**config.mk**
```make
export PLATFORM = sky130hd
export DESIGN_NAME = mmio_hub
export DESIGN_NICKNAME = d
export VERILOG_FILES = /design/src/rtl/mmio_hub.sv
export SDC_FILE = /design/constraint.sdc
export NUM_CORES = 1
export LEC_CHECK = 0
export CORE_ASPECT_RATIO = 1.4
export CORE_MARGIN = 2
export CORE_UTILIZATION = 35
export CTS_BUF_LIST = sky130_fd_sc_hd__clkbuf_4
export CTS_CLUSTER_SIZE = 8
export DETAILED_ROUTE_END_ITERATION = 16
export HOLD_SLACK_MARGIN = 0.03
export PLACE_DENSITY = 0.68
export SLEW_MARGIN = 20
export SYNTH_ARGS = -nofsm -noshare
export SYNTH_HDL_FRONTEND = slang
export SYNTH_SLANG_ARGS = --single-unit
```
**constraint.sdc**
```tcl
create_clock -name clk -period 1.7 [get_ports clk]
set_input_delay 0.34 -clock clk [delete_from_list [all_inputs] [get_ports clk]]
set_output_delay 0.34 -clock clk [all_outputs]
set_load 0.02 [all_outputs]
```
**src/rtl/mmio_hub.sv**
```systemverilog
// rtl/mmio_hub.sv - CPU memory-mapped hub: RAM/ROM/VRAM decode plus debounced-button,
// sticky-flag, cycle-counter and error-counter IO registers.
module mmio_hub #(
  parameter int DW              = 32,
  parameter int NUM_BUTTONS     = 4,
  parameter int DEBOUNCE_CYCLES = 16,
  parameter int RAM_AW          = 10,
  parameter int ROM_AW          = 14
) (
  input  logic                   clk,
  input  logic                   rst_n,
  input  logic                   read_enable,
  input  logic                   write_enable,
  input  logic [31:0]            data_address,
  input  logic [DW-1:0]          data_input,
  output logic [DW-1:0]          data_output,
  output logic                   read_valid,
  output logic                   decode_error,
  input  logic [NUM_BUTTONS-1:0] buttons,
  output logic [RAM_AW-1:0]      ram_address,
  output logic                   ram_we,
  output logic [DW-1:0]          ram_data,
  input  logic [DW-1:0]          ram_read,
  output logic [ROM_AW-1:0]      rom_address,
  input  logic [DW-1:0]          rom_read,
  output logic [ROM_AW-1:0]      vram_address,
  output logic                   vram_we,
  output logic [DW-1:0]          vram_data
);

  localparam int CW = $clog2(DEBOUNCE_CYCLES + 1);

  typedef enum logic [1:0] {
    REG_RAM  = 2'd0,
    REG_ROM  = 2'd1,
    REG_VRAM = 2'd2,
    REG_IO   = 2'd3
  } region_e;

  logic                   r_rst_sync;
  logic                   r_rd_valid;
  region_e                r_sel;
  logic [DW-1:0]          r_io_data;
  logic [DW-1:0]          r_dout;
  logic [NUM_BUTTONS-1:0] r_sync1;
  logic [NUM_BUTTONS-1:0] r_sync2;
  logic [NUM_BUTTONS-1:0] r_level;
  logic [NUM_BUTTONS-1:0] r_flags;
  logic [CW-1:0]          r_db_cnt [NUM_BUTTONS];
  logic [31:0]            r_cycles;
  logic [7:0]             r_err_cnt;

  region_e                w_region;
  logic [31:0]            w_idx;
  logic                   w_req;
  logic                   w_bad;
  logic                   w_err;
  logic                   w_rd;
  logic                   w_wr;
  logic                   w_io_wr;
  logic                   w_clr_err;
  logic [NUM_BUTTONS-1:0] w_clr_flags;
  logic [NUM_BUTTONS-1:0] w_level_nxt;
  logic [NUM_BUTTONS-1:0] w_rise;
  logic [DW-1:0]          w_io_rdata;

  // Reset release is re-timed so the first request lands on the second edge after rst_n rises.
  always_ff @(posedge clk or negedge rst_n) begin
    if (!rst_n) r_rst_sync <= 1'b0;
    else        r_rst_sync <= 1'b1;
  end

  assign w_region = region_e'(data_address[17:16]);
  assign w_idx    = {18'd0, data_address[15:2]};

  always_comb begin
    w_req = r_rst_sync & (read_enable | write_enable);
    w_bad = 1'b0;
    if (data_address[31:18] != '0 || data_address[1:0] != 2'b00 || (read_enable && write_enable))
      w_bad = 1'b1;
    case (w_region)
      REG_RAM:  if (w_idx >= (32'd1 << RAM_AW)) w_bad = 1'b1;
      REG_ROM:  if (write_enable || w_idx >= (32'd1 << ROM_AW)) w_bad = 1'b1;
      REG_VRAM: if (read_enable || w_idx >= (32'd1 << ROM_AW)) w_bad = 1'b1;
      REG_IO: begin
        if (w_idx >= 32'd4) w_bad = 1'b1;
        else if (write_enable && !w_idx[0]) w_bad = 1'b1;
      end
    endcase
  end

  assign w_err       = w_req & w_bad;
  assign w_rd        = w_req & ~w_bad & read_enable;
  assign w_wr        = w_req & ~w_bad & write_enable;
  assign w_io_wr     = w_wr && (w_region == REG_IO);
  assign w_clr_err   = w_io_wr && (w_idx[1:0] == 2'd3);
  assign w_clr_flags = (w_io_wr && w_idx[1:0] == 2'd1) ? data_input[NUM_BUTTONS-1:0] : '0;

  assign decode_error = w_err;
  assign ram_we       = w_wr && (w_region == REG_RAM);
  assign vram_we      = w_wr && (w_region == REG_VRAM);
  assign ram_address  = w_idx[RAM_AW-1:0];
  assign rom_address  = w_idx[ROM_AW-1:0];
  assign vram_address = w_idx[ROM_AW-1:0];
  assign ram_data     = data_input;
  assign vram_data    = data_input;

  always_comb begin
    w_level_nxt = r_level;
    for (int i = 0; i < NUM_BUTTONS; i++) begin
      if (r_sync2[i] != r_level[i] && r_db_cnt[i] == CW'(DEBOUNCE_CYCLES - 1))
        w_level_nxt[i] = ~r_level[i];
    end
  end

  assign w_rise = w_level_nxt & ~r_level;

  always_ff @(posedge clk or negedge rst_n) begin
    if (!rst_n) begin
      r_sync1 <= '0;
      r_sync2 <= '0;
      r_level <= '0;
      r_flags <= '0;
      for (int i = 0; i < NUM_BUTTONS; i++) r_db_cnt[i] <= '0;
    end else begin
      r_sync1 <= buttons;
      r_sync2 <= r_sync1;
      r_level <= w_level_nxt;
      // A new rise outranks a same-cycle write-1-clear.
      r_flags <= (r_flags & ~w_clr_flags) | w_rise;
      for (int i = 0; i < NUM_BUTTONS; i++) begin
        if (r_sync2[i] == r_level[i] || w_level_nxt[i] != r_level[i]) r_db_cnt[i] <= '0;
        else                                                          r_db_cnt[i] <= r_db_cnt[i] + CW'(1);
      end
    end
  end

  always_ff @(posedge clk or negedge rst_n) begin
    if (!rst_n) begin
      r_cycles  <= '0;
      r_err_cnt <= '0;
    end else begin
      r_cycles <= r_cycles + 32'd1;
      if (w_clr_err)                        r_err_cnt <= {7'd0, w_err};
      else if (w_err && r_err_cnt != 8'hFF) r_err_cnt <= r_err_cnt + 8'd1;
    end
  end

  always_comb begin
    w_io_rdata = '0;
    case (w_idx[1:0])
      2'd0: w_io_rdata = DW'(r_level);
      2'd1: w_io_rdata = DW'(r_flags);
      2'd2: w_io_rdata = DW'(r_cycles);
      2'd3: w_io_rdata = DW'(r_err_cnt);
    endcase
  end

  always_ff @(posedge clk or negedge rst_n) begin
    if (!rst_n) begin
      r_rd_valid <= 1'b0;
      r_sel      <= REG_RAM;
      r_io_data  <= '0;
      r_dout     <= '0;
    end else begin
      r_rd_valid <= w_rd;
      r_dout     <= data_output;
      if (w_rd) r_sel <= w_region;
      if (w_rd && w_region == REG_IO) r_io_data <= w_io_rdata;
    end
  end

  always_comb begin
    data_output = r_dout;
    if (r_rd_valid) begin
      case (r_sel)
        REG_RAM: data_output = ram_read;
        REG_ROM: data_output = rom_read;
        default: data_output = r_io_data;
      endcase
    end
  end

  assign read_valid = r_rd_valid;

endmodule
```
==> reports/summary.txt <==
Setup CP Type -> register to output port
layout cells sized above 1 -> 37.18%
CTS clk-pin slew, worst paths -> 0.12 ns
worst min path class -> primary input to register
Core Rows -> 63
Area after DPL -> 0.009615 mm²
top-count cell post-synth -> dfrtp_1
clock root cell -> clkbuf_4
Post-synth top cells -> 144 x dfrtp_1, 109 x nand2_1, 103 x buf_4
synth-to-layout area growth -> 45.79%
Fin. Hold Viols -> 0
top cells by area, synth -> dfrtp_1 48%, buf_4 10%, nand2_1 5.4%, mux2_2 4.9%, mux2i_1 4.8%
Fin Clk Skew -> 0.02031 ns
DR vias -> 5789
min cycle time layout -> 2.355 ns
CP Data Required Time -> 1.36 ns
hold path cells -> 3
TritonRoute pass-1 iters -> 4
detailed-placement wirelength estimate -> 12640 µm
syn avg cell area -> 10.27 µm²
Worst Hold Launch -> data_address[16]
worst setup path start -> r_sel[0]
number of synthesized flops with an enable pin -> 0
register bit total from synthesis -> 144
top_reg_cell synth -> dfrtp_1
clk_lat worst skew -> 0.57 ns
Die ar. -> 0.02271 mm²
Pwr Total -> 6.906 mW
Worst R2R Path Depth -> 7
total length of routed wires -> 18880 µm
Initial Util -> 35.63%
global route overflow -> 0
GP Congestion -> 0.7775
sequential share of the synthesized area -> 47.88%
IO Pins -> 274
violated checks -> setup timing
fin area -> 0.01097 mm²
crit share post-route -> 138.5%
share of the synthesized area in the top cell type -> 47.88%
Syn Nets -> 886
RSZ-0062 raised after global routing -> yes
drt first-iter violations -> 246
max-slew violation count -> 0
setup violators final -> 36
Clock Path Buffers -> 2
asr flop ratio synth -> 100.0%
initial antenna violation count -> 1
final net count -> 1076
Total GRT Usage -> 17.25%
Worst R2R Setup Slack -> 0.05 ns
worst-path fanout max -> 7
CORE AREA -> 0.02113 mm²
die width -> 127.9 µm
Syn Inst Count -> 733
WL/cell -> 15.77 µm
Place WS -> -1.368 ns
Reg-to-Reg End -> r_db_cnt[11]
routed vias/inst -> 4.836
WP data arrival -> 2.01 ns
hold endpoint -> r_sel[0]
final setup margin -> -0.6546 ns
CTS H-tree lvls -> 4
DRC -> 0
vias in the first global route -> 6014
Worst Setup Start Kind -> register
reg2reg start -> r_db_cnt[11]
dpl cells -> 1130
yosys warns -> 0
maxcap violations -> 0
status -> complete, but fails checks
Crit. End Element -> output port
die height -> 177.5 µm
Sink Count -> 144
Synth area leader -> dfrtp_1
CTS buffer count -> 17
Layout Cells excl Fill -> 1197
Power Density -> 629.5 mW/mm²
Final ANT Viol Nets -> 0
CTS tree -> done
first-pass GRT wire length -> 30840 µm
largest net degree at the start of global routing -> 55
PortBufs -> 189
mapped cell area -> 0.007526 mm²
Leak -> 4.813 nW
Max VDD drop -> 0.3949 mV
Yosys cell types -> 44
Final Util -> 51.94%
fmax -> 0.4247 GHz
==> cell type report <==
class                           instances  area [µm²]
Fill cell                            1842       10150
Multi-Input combinational cell        442        3649
Sequential cell                       144        3606
Timing Repair Buffer                  298        3017
Tap cell                              260       325.3
Clock inverter                         15       157.7
Clock buffer                           17       127.6
Inverter                               20       87.58
Antenna cell                            1       2.502
==> critical path: stages (launching register included) <==
cell	delay (ns)
dfrtp_2	0.46
buf_12	0.15
buf_16	0.15
mux2i_1	0.17
o21ai_0	0.11
mux2_4	0.28
buf_6	0.13
==> placed cells by master, fill, tap and decap left out, drive strengths merged, types with 4 or more instances in the layout <==
| master | instances |
|---|---|
| a21oi | 4 |
| a31oi | 4 |
| and3 | 13 |
| and4 | 6 |
| buf | 153 |
| clkbuf | 25 |
| clkdlybuf4s15 | 4 |
| clkdlybuf4s50 | 93 |
| clkinv | 4 |
| dfrtp | 144 |
| dlygate4sd2 | 34 |
| dlymetal6s2s | 4 |
| ha | 17 |
| inv | 26 |
| mux2 | 39 |
| mux2i | 36 |
| mux4 | 4 |
| nand2 | 109 |
| nand3 | 24 |
| nand4 | 8 |
| nor2 | 33 |
| nor4 | 7 |
| o21ai | 65 |
| o31ai | 9 |
| xnor2 | 30 |
| xor2 | 12 |
==> per-layer routing <==
metal  up-vias  share of wire, %  GRT usage (%)
li1       2788                 -              -
met3        35               4.3          3.196
met1      2820                40          20.47
met4         0               2.2          6.410
met2       146                54          30.93
met5         -                 0              0
==> per-stage QoR <==
step	hold slack, ns	TNS, ns
floorplan	0.04441	-2.677
global placement	0.2719	-71.13
detailed placement	0.2702	-74.49
CTS	0.1471	-23.01
global route	0.07342	-25.49
finish	0.1218	-20.52
==> cells by family (layout without fill, tap and decap cells) <==
family          after synthesis  in the layout  share of synthesized area [%]
buf+inv                     148            350                          12.60
fa+ha+maj                    17             17                          2.826
xor+xnor                     42             42                          4.888
other cells                   1              2                        0.04983
simple gates                215            216                          13.37
compound gates               87             87                          6.567
flops                       144            144                          47.88
mux                          79             79                          11.82
==> how the worst max path moves through the flow <==
stage                       to  slack, ns
6_report       data_output[14]      -0.65
3_3_place_gp            ram_we      -1.34
4_1_cts        data_output[13]      -0.70
5_1_grt        data_output[15]      -0.80
3_5_place_dp           vram_we      -1.37
2_1_floorplan         r_sel[0]      -0.20
==> sequential cells by signal, summed over array words and instances, names as in the netlist <==
signal / count
r_dout: 32
r_sync1: 4
r_sel: 2
r_err_cnt: 8
r_io_data: 32
r_level: 4
r_sync2: 4
r_cycles: 32
r_flags: 4
read_valid: 1
r_rst_sync: 1
r_db_cnt: 20
==> timing repair <==
item,4_1_cts,5_1_grt
endpoints found under the setup margin,149,114
pin swaps,52,36
hold buffers,2,0
cloned,11,0
endpoints found under the hold margin,130,0
gates resized for setup,452,80
setup buffers,45,11
==> where the power goes <==
group | internal, mW | total [mW] | switching [mW] | leakage [nW]
clock | 0.889 | 2.20 | 1.31 | 0.148
combinational | 0.624 | 1.13 | 0.510 | 2.73
sequential | 3.51 | 3.57 | 0.0599 | 1.94
total | 5.02 | 6.91 | 1.88 | 4.81
(Power assumes the default switching activity.)
